## config.mk

```make
export PLATFORM = sky130hd
export DESIGN_NAME = octant_fold_div_flat
export DESIGN_NICKNAME = d
export VERILOG_FILES = /design/src/rtl/octant_fold_div_if.sv /design/src/rtl/octant_fold_div.sv /design/src/flat_wrapper.sv
export SDC_FILE = /design/constraint.sdc
export NUM_CORES = 1
export LEC_CHECK = 0
export ABC_AREA = 1
export CORE_MARGIN = 5
export CORE_UTILIZATION = 31
export DETAILED_ROUTE_END_ITERATION = 6
export DONT_BUFFER_PORTS = 1
export MAX_ROUTING_LAYER = met4
export PLACE_DENSITY = 0.55
export SYNTH_ARGS = -nofsm -noshare
export SYNTH_HDL_FRONTEND = slang
export SYNTH_SLANG_ARGS = --single-unit
```

## constraint.sdc

```tcl
create_clock -name clk -period 2.3 [get_ports clk]
set_input_delay 0.345 -clock clk [delete_from_list [all_inputs] [get_ports clk]]
set_output_delay 0.345 -clock clk [all_outputs]
set_load 0.02 [all_outputs]
```

## src/rtl/octant_fold_div_if.sv

```systemverilog
// Handshake bundle for octant_fold_div: sample in (val/rdy), fold-ratio
// result out (val/rdy).
interface octant_fold_div_if #(
  parameter int W    = 8,
  parameter int FRAC = 7
);
  logic                val_i;
  logic                rdy_o;
  logic signed [W-1:0] real_i;
  logic signed [W-1:0] imag_i;
  logic                val_o;
  logic                rdy_i;
  logic [FRAC:0]       ratio_o;
  logic [2:0]          case_flag;
  logic                zero_o;

  modport slave (
    input  val_i, real_i, imag_i, rdy_i,
    output rdy_o, val_o, ratio_o, case_flag, zero_o
  );

  modport master (
    output val_i, real_i, imag_i, rdy_i,
    input  rdy_o, val_o, ratio_o, case_flag, zero_o
  );
endinterface

```

## src/rtl/octant_fold_div.sv

```systemverilog
// Folds a complex sample into the first octant and computes the
// min/max magnitude ratio with a serial restoring divider.
module octant_fold_div #(
  parameter int W    = 8,
  parameter int FRAC = 7
) (
  input logic               clk,
  input logic               rst,
  octant_fold_div_if.slave  bus
);

  localparam int CW = $clog2(FRAC + 1);

  typedef enum logic [1:0] {IDLE, PREP, DIV, DONE} state_t;

  state_t        r_state;
  state_t        w_next;

  logic [W-1:0]  r_absRe;
  logic [W-1:0]  r_absIm;
  logic          r_reNeg;
  logic          r_imNeg;
  logic [W-1:0]  r_den;
  logic [W:0]    r_rem;
  logic [FRAC-1:0] r_quo;
  logic [CW-1:0] r_cnt;
  logic [2:0]    r_caseP;
  logic          r_zeroP;

  logic          r_rdy;
  logic          r_val;
  logic [FRAC:0] r_ratio;
  logic [2:0]    r_case;
  logic          r_zero;

  logic [W-1:0]  w_absRe;
  logic [W-1:0]  w_absIm;
  logic          w_imGtRe;
  logic          w_bothZero;
  logic          w_ge;
  logic [W:0]    w_diff;
  logic [FRAC:0] w_qNext;

  // Negating the most-negative value wraps to 2^(W-1), which is the
  // correct magnitude when read as unsigned.
  assign w_absRe    = bus.real_i[W-1] ? (~bus.real_i + W'(1)) : bus.real_i;
  assign w_absIm    = bus.imag_i[W-1] ? (~bus.imag_i + W'(1)) : bus.imag_i;
  assign w_imGtRe   = (r_absIm > r_absRe);
  assign w_bothZero = (r_absRe == '0) && (r_absIm == '0);

  assign w_ge    = (r_rem >= {1'b0, r_den});
  assign w_diff  = w_ge ? (r_rem - {1'b0, r_den}) : r_rem;
  assign w_qNext = {r_quo, w_ge};

  always_ff @(posedge clk) begin
    if (rst) begin
      r_state <= IDLE;
    end else begin
      r_state <= w_next;
    end
  end

  always_comb begin
    w_next = r_state;
    case (r_state)
      IDLE:    if (bus.val_i) w_next = PREP;
      PREP:    w_next = DIV;
      DIV:     if (r_cnt == '0) w_next = DONE;
      DONE:    if (bus.rdy_i) w_next = IDLE;
      default: w_next = IDLE;
    endcase
  end

  always_ff @(posedge clk) begin
    if (rst) begin
      r_absRe <= '0;
      r_absIm <= '0;
      r_reNeg <= 1'b0;
      r_imNeg <= 1'b0;
      r_den   <= '0;
      r_rem   <= '0;
      r_quo   <= '0;
      r_cnt   <= '0;
      r_caseP <= '0;
      r_zeroP <= 1'b0;
      r_rdy   <= 1'b1;
      r_val   <= 1'b0;
      r_ratio <= '0;
      r_case  <= '0;
      r_zero  <= 1'b0;
    end else begin
      r_rdy <= (w_next == IDLE);
      r_val <= (w_next == DONE);
      case (r_state)
        IDLE: begin
          if (bus.val_i) begin
            r_absRe <= w_absRe;
            r_absIm <= w_absIm;
            r_reNeg <= bus.real_i[W-1];
            r_imNeg <= bus.imag_i[W-1];
          end
        end
        PREP: begin
          r_rem   <= {1'b0, (w_imGtRe ? r_absRe : r_absIm)};
          r_den   <= w_imGtRe ? r_absIm : r_absRe;
          r_quo   <= '0;
          r_cnt   <= CW'(FRAC);
          r_caseP <= w_bothZero ? 3'b000 : {w_imGtRe, r_reNeg ^ r_imNeg, ~r_reNeg};
          r_zeroP <= w_bothZero;
        end
        DIV: begin
          // A zero divisor makes every step "succeed"; the zero flag masks it.
          r_rem <= w_diff << 1;
          r_quo <= w_qNext[FRAC-1:0];
          if (r_cnt != '0) begin
            r_cnt <= r_cnt - CW'(1);
          end else begin
            r_ratio <= r_zeroP ? '0 : w_qNext;
            r_case  <= r_caseP;
            r_zero  <= r_zeroP;
          end
        end
        default: ;
      endcase
    end
  end

  assign bus.rdy_o     = r_rdy;
  assign bus.val_o     = r_val;
  assign bus.ratio_o   = r_ratio;
  assign bus.case_flag = r_case;
  assign bus.zero_o    = r_zero;

endmodule

```

## src/flat_wrapper.sv

```systemverilog
// flat-port wrapper written by rule: the top's interface ports become plain ports
module octant_fold_div_flat 
#(
  parameter int W    = 8,
  parameter int FRAC = 7
)
  (clk, rst, bus_val_i, bus_real_i, bus_imag_i, bus_rdy_i, bus_rdy_o, bus_val_o, bus_ratio_o, bus_case_flag, bus_zero_o);
  octant_fold_div_if #(.W(W), .FRAC(FRAC)) bus_i ();
  input logic clk;
  input logic rst;
  input wire logic [$bits(bus_i.val_i)-1:0] bus_val_i;
  input wire logic [$bits(bus_i.real_i)-1:0] bus_real_i;
  input wire logic [$bits(bus_i.imag_i)-1:0] bus_imag_i;
  input wire logic [$bits(bus_i.rdy_i)-1:0] bus_rdy_i;
  output wire logic [$bits(bus_i.rdy_o)-1:0] bus_rdy_o;
  output wire logic [$bits(bus_i.val_o)-1:0] bus_val_o;
  output wire logic [$bits(bus_i.ratio_o)-1:0] bus_ratio_o;
  output wire logic [$bits(bus_i.case_flag)-1:0] bus_case_flag;
  output wire logic [$bits(bus_i.zero_o)-1:0] bus_zero_o;
  assign bus_i.val_i = bus_val_i;
  assign bus_i.real_i = bus_real_i;
  assign bus_i.imag_i = bus_imag_i;
  assign bus_i.rdy_i = bus_rdy_i;
  assign bus_rdy_o = bus_i.rdy_o;
  assign bus_val_o = bus_i.val_o;
  assign bus_ratio_o = bus_i.ratio_o;
  assign bus_case_flag = bus_i.case_flag;
  assign bus_zero_o = bus_i.zero_o;
  octant_fold_div #(.W(W), .FRAC(FRAC)) u_core (.clk(clk), .rst(rst), .bus(bus_i));
endmodule
```

==> results.py <==
metrics = {
    "cells_and_area": {
        "design.final.nets": 601,
        "n_antenna_cell": 0,
        "drive_above_1_share_pct": 8.57,
        "layout-area-overhead-vs-synth_pct": 12.2,
        "count_of_placed_standard_cells_in_the_final_layout_fillers_left_out": 728,
    },
    "placement": {
        "globalplace.congestion": 0.929,
        "placed_cells_incl_taps": 712,
        "hpwlAfterDp_mm": 6.66,
        "portBuffers": 0,
    },
    "die": {
        "std_cell_rows": 40,
        "die_height_um": 121,
        "start_util_pct": 31.6,
        "design.portCount": 34,
        "chipWidth_um": 121,
        "design.die.area_um2": 14600,
        "design.core.area_um2": 12100,
    },
    "drt": {
        "routed_wl_mm": 8.61,
        "detail-route-antenna-nets": 0,
        "vias": 3386,
        "first_pass_iters": 4,
        "wire_per_inst_um": 11.8,
        "detail_route.drc_violations": 0,
        "post_drt_via_cell_ratio": 4.65,
        "first_iter_violations": 104,
    },
    "timing": {
        "report.final.setup_viol": 0,
        "fin_tns_setup_ps": 0,
        "slew_worst_pin_ps": 573,
        "clock-skew-final_ps": 9.61,
        "final_hold_viol_count": 0,
        "min_period_over_period_pct": 83.9,
        "worst_slew_margin_pct": 61.7,
        "period_minus_ws_final_ps": 1930,
        "maxClockFrequency_ghz": 0.518,
        "unrepaired_setup_endpoints_after_global_routing": "false",
        "worst_hold_margin_ps": 86.9,
        "finalMaxSlewViolations": 0,
    },
    "clocking": {
        "postCtsSetupBuffers": 0,
        "clk_transition_reported_paths_ps": 60,
        "ctsRootBufferMaster": "clkbuf_16",
        "ctsHtreeMaxLevel": 3,
        "clock_tree_buffer_depth": 2,
        "cts_tree": "done",
        "cts_buffers": 9,
        "worstSkewPairLatency_ps": 330,
        "cts-hold-fix-buffers": 0,
        "post_cts_resize_count": 0,
        "numClockSinks": 65,
    },
    "critical_path": {
        "critPathMostFrequentCell": "nand2_1",
        "worst_path_max_delay_cell": "dfxtp_1",
        "worst_path_largest_cell_delay_ps": 390,
        "critical_path_class": "reg -> reg",
        "setup_crit_start_kind": "register",
        "critical_path.endpoint_type": "register",
        "timing.critical_path.required_ps": 2530,
        "worstPathArrival_ps": 2160,
        "crit_fanout": 23,
        "critical_path.cell_chain": "inv_1, ha_1, nand2_1, nor2_1, nand4_1, nand2_2, nand2_1, nand3_1, nand3_1, nand2_1, inv_1",
    },
    "synthesis": {
        "synth_edf_count": 0,
        "synth_async_sr_flop_share_pct": 0,
        "synth_flop_cell": "dfxtp_1",
        "synth.yosys.seq_area_share_pct": 34.1,
        "synth_top_cell_by_area": "dfxtp_1",
        "postSynthRegisterBits": 65,
        "most_used_standard_cell_by_instance_count_after_synthesis": "nand2_1",
        "synth_area_leaders": "dfxtp_1 (34%), nand2_1 (13%), ha_1 (8.2%)",
        "syn-num-nets": 599,
        "yosysTopAreaCellShare_pct": 34.1,
        "post_synth_cell_types": 37,
        "synth_top_cells_by_count": "nand2_1 (131), inv_1 (82), dfxtp_1 (65), a21oi_1 (52), nand3_1 (49)",
        "ys_warn_count": 0,
        "post_synth_inst_count": 553,
        "post_synth_instance_area_um2": 3820,
        "syn_area_per_cell_um2": 6.90,
    },
    "global_routing": {
        "gr-usage-all-layers_pct": 12.6,
        "grt-ovfl-total": 0,
        "initial_antenna_violation_count": 0,
        "grt_first_pass_wirelength_mm": 15.0,
        "pin_count_of_the_biggest_net_entering_global_routing": 46,
        "grt_pass1_vias": 3303,
    },
    "power_and_ir_drop": {
        "max-vdd-ir-drop_mv": 0.398,
        "powerDensity_nw_per_um2": 885,
        "cellLeakagePower_nw": 1.90,
    },
    "status": {
        "outcome": "completed",
    },
    "job": {
        "max_cap_violations": 0,
    },
    "worst_hold_path": {
        "worstHoldPathType": "in -> reg",
    },
}
[through the flow]
stage / util [%] / total power [W] / setup slack, ps / instance area, um^2
after global routing: 35.5 / 0.00407 / 83.6 / 4280
after CTS: 35.5 / 0.00383 / 373 / 4280
final: 35.5 / 0.00379 / 370 / 4280
after global placement: 33.0 / 0.00244 / 381 / 3980
after floorplan: - / 0.00226 / 659 / 3820
after detailed placement: 33.0 / 0.00245 / 385 / 3980
[worst paths after layout]
check                    start                 to  slack, ps  depth (start not counted)
max          u_core.r_absRe[5]    u_core.r_rem[1]        370                         11
min                        rst     u_core.r_reNeg         90                          1
max reg2reg  u_core.r_absRe[5]    u_core.r_rem[1]        370                         11
min reg2reg  u_core.r_caseP[2]  u_core.r_caseP[2]        460                          2
[area by class of cell]
class	count	area [um^2]
tap	168	210
fill	1299	7780
clock inverter	7	76.3
clock buffer	9	225
sequential	65	1300
multi-input combinational	382	2070
inverter	87	327
timing repair buffer	10	75.1
[where the power goes]
group | leakage (nW) | internal (W) | switching, W | total, W
Combinational | 1.23 | 0.000419 | 0.000731 | 0.00115
Sequential | 0.531 | 0.00121 | 0.0000692 | 0.00128
Clock | 0.142 | 0.000845 | 0.000517 | 0.00136
[cell families (layout without fill, tap and decap cells)]
logic type                 after synthesis  count (layout)  synth area share [%]
adders and majority gates               26              26                  8.72
AOI/OAI and AO/OA                       89              89                  13.0
DFF                                     65              65                  34.1
xor gates and xnor gates                 8               8                  1.84
and+or+nand+nor                        259             259                  30.6
buffers and inverters                  106             113                  11.7
[layer usage]
metal  up-vias  global-route usage (%)  share of wire, %
li1       1789                       -                 -
met1      1542                    14.8                46
met2        43                    21.4                50
met3        12                    2.61               2.8
met4         0                    4.32               1.4
met5         -                       -                 0
[state kept, by name, summed over array words and instances (netlist names), 7 cells and up]
register and count:
u_core.r_absIm 8, u_core.r_den 8, u_core.r_quo 7, u_core.r_rem 9, u_core.bus.ratio_o 8, u_core.r_absRe 8
[worst max-delay path: cells and delay by family, from the launching register on]
family	cells	cell delay [ps]
and+or+nand+nor	8	1010
DFF	1	390
adders and majority gates	1	300
buffers and inverters	2	130
[cell usage in the layout, fill, tap and decap left out, drive strengths merged, types with 2 or more instances in the layout]
master,Yosys,layout
nand3b,4,4
clkinv,3,5
nand4,5,5
a21oi,53,53
o211ai,4,4
xor2,7,7
a311oi,2,2
o221ai,6,6
nor2,42,42
nor4,5,5
nand3,51,51
nor3,7,7
dfxtp,65,65
buf,7,10
ha,25,25
clkbuf,12,9
clkinvlp,0,2
inv,84,86
o21ai,22,22
nand2,144,144
(Power assumes the default switching activity.)
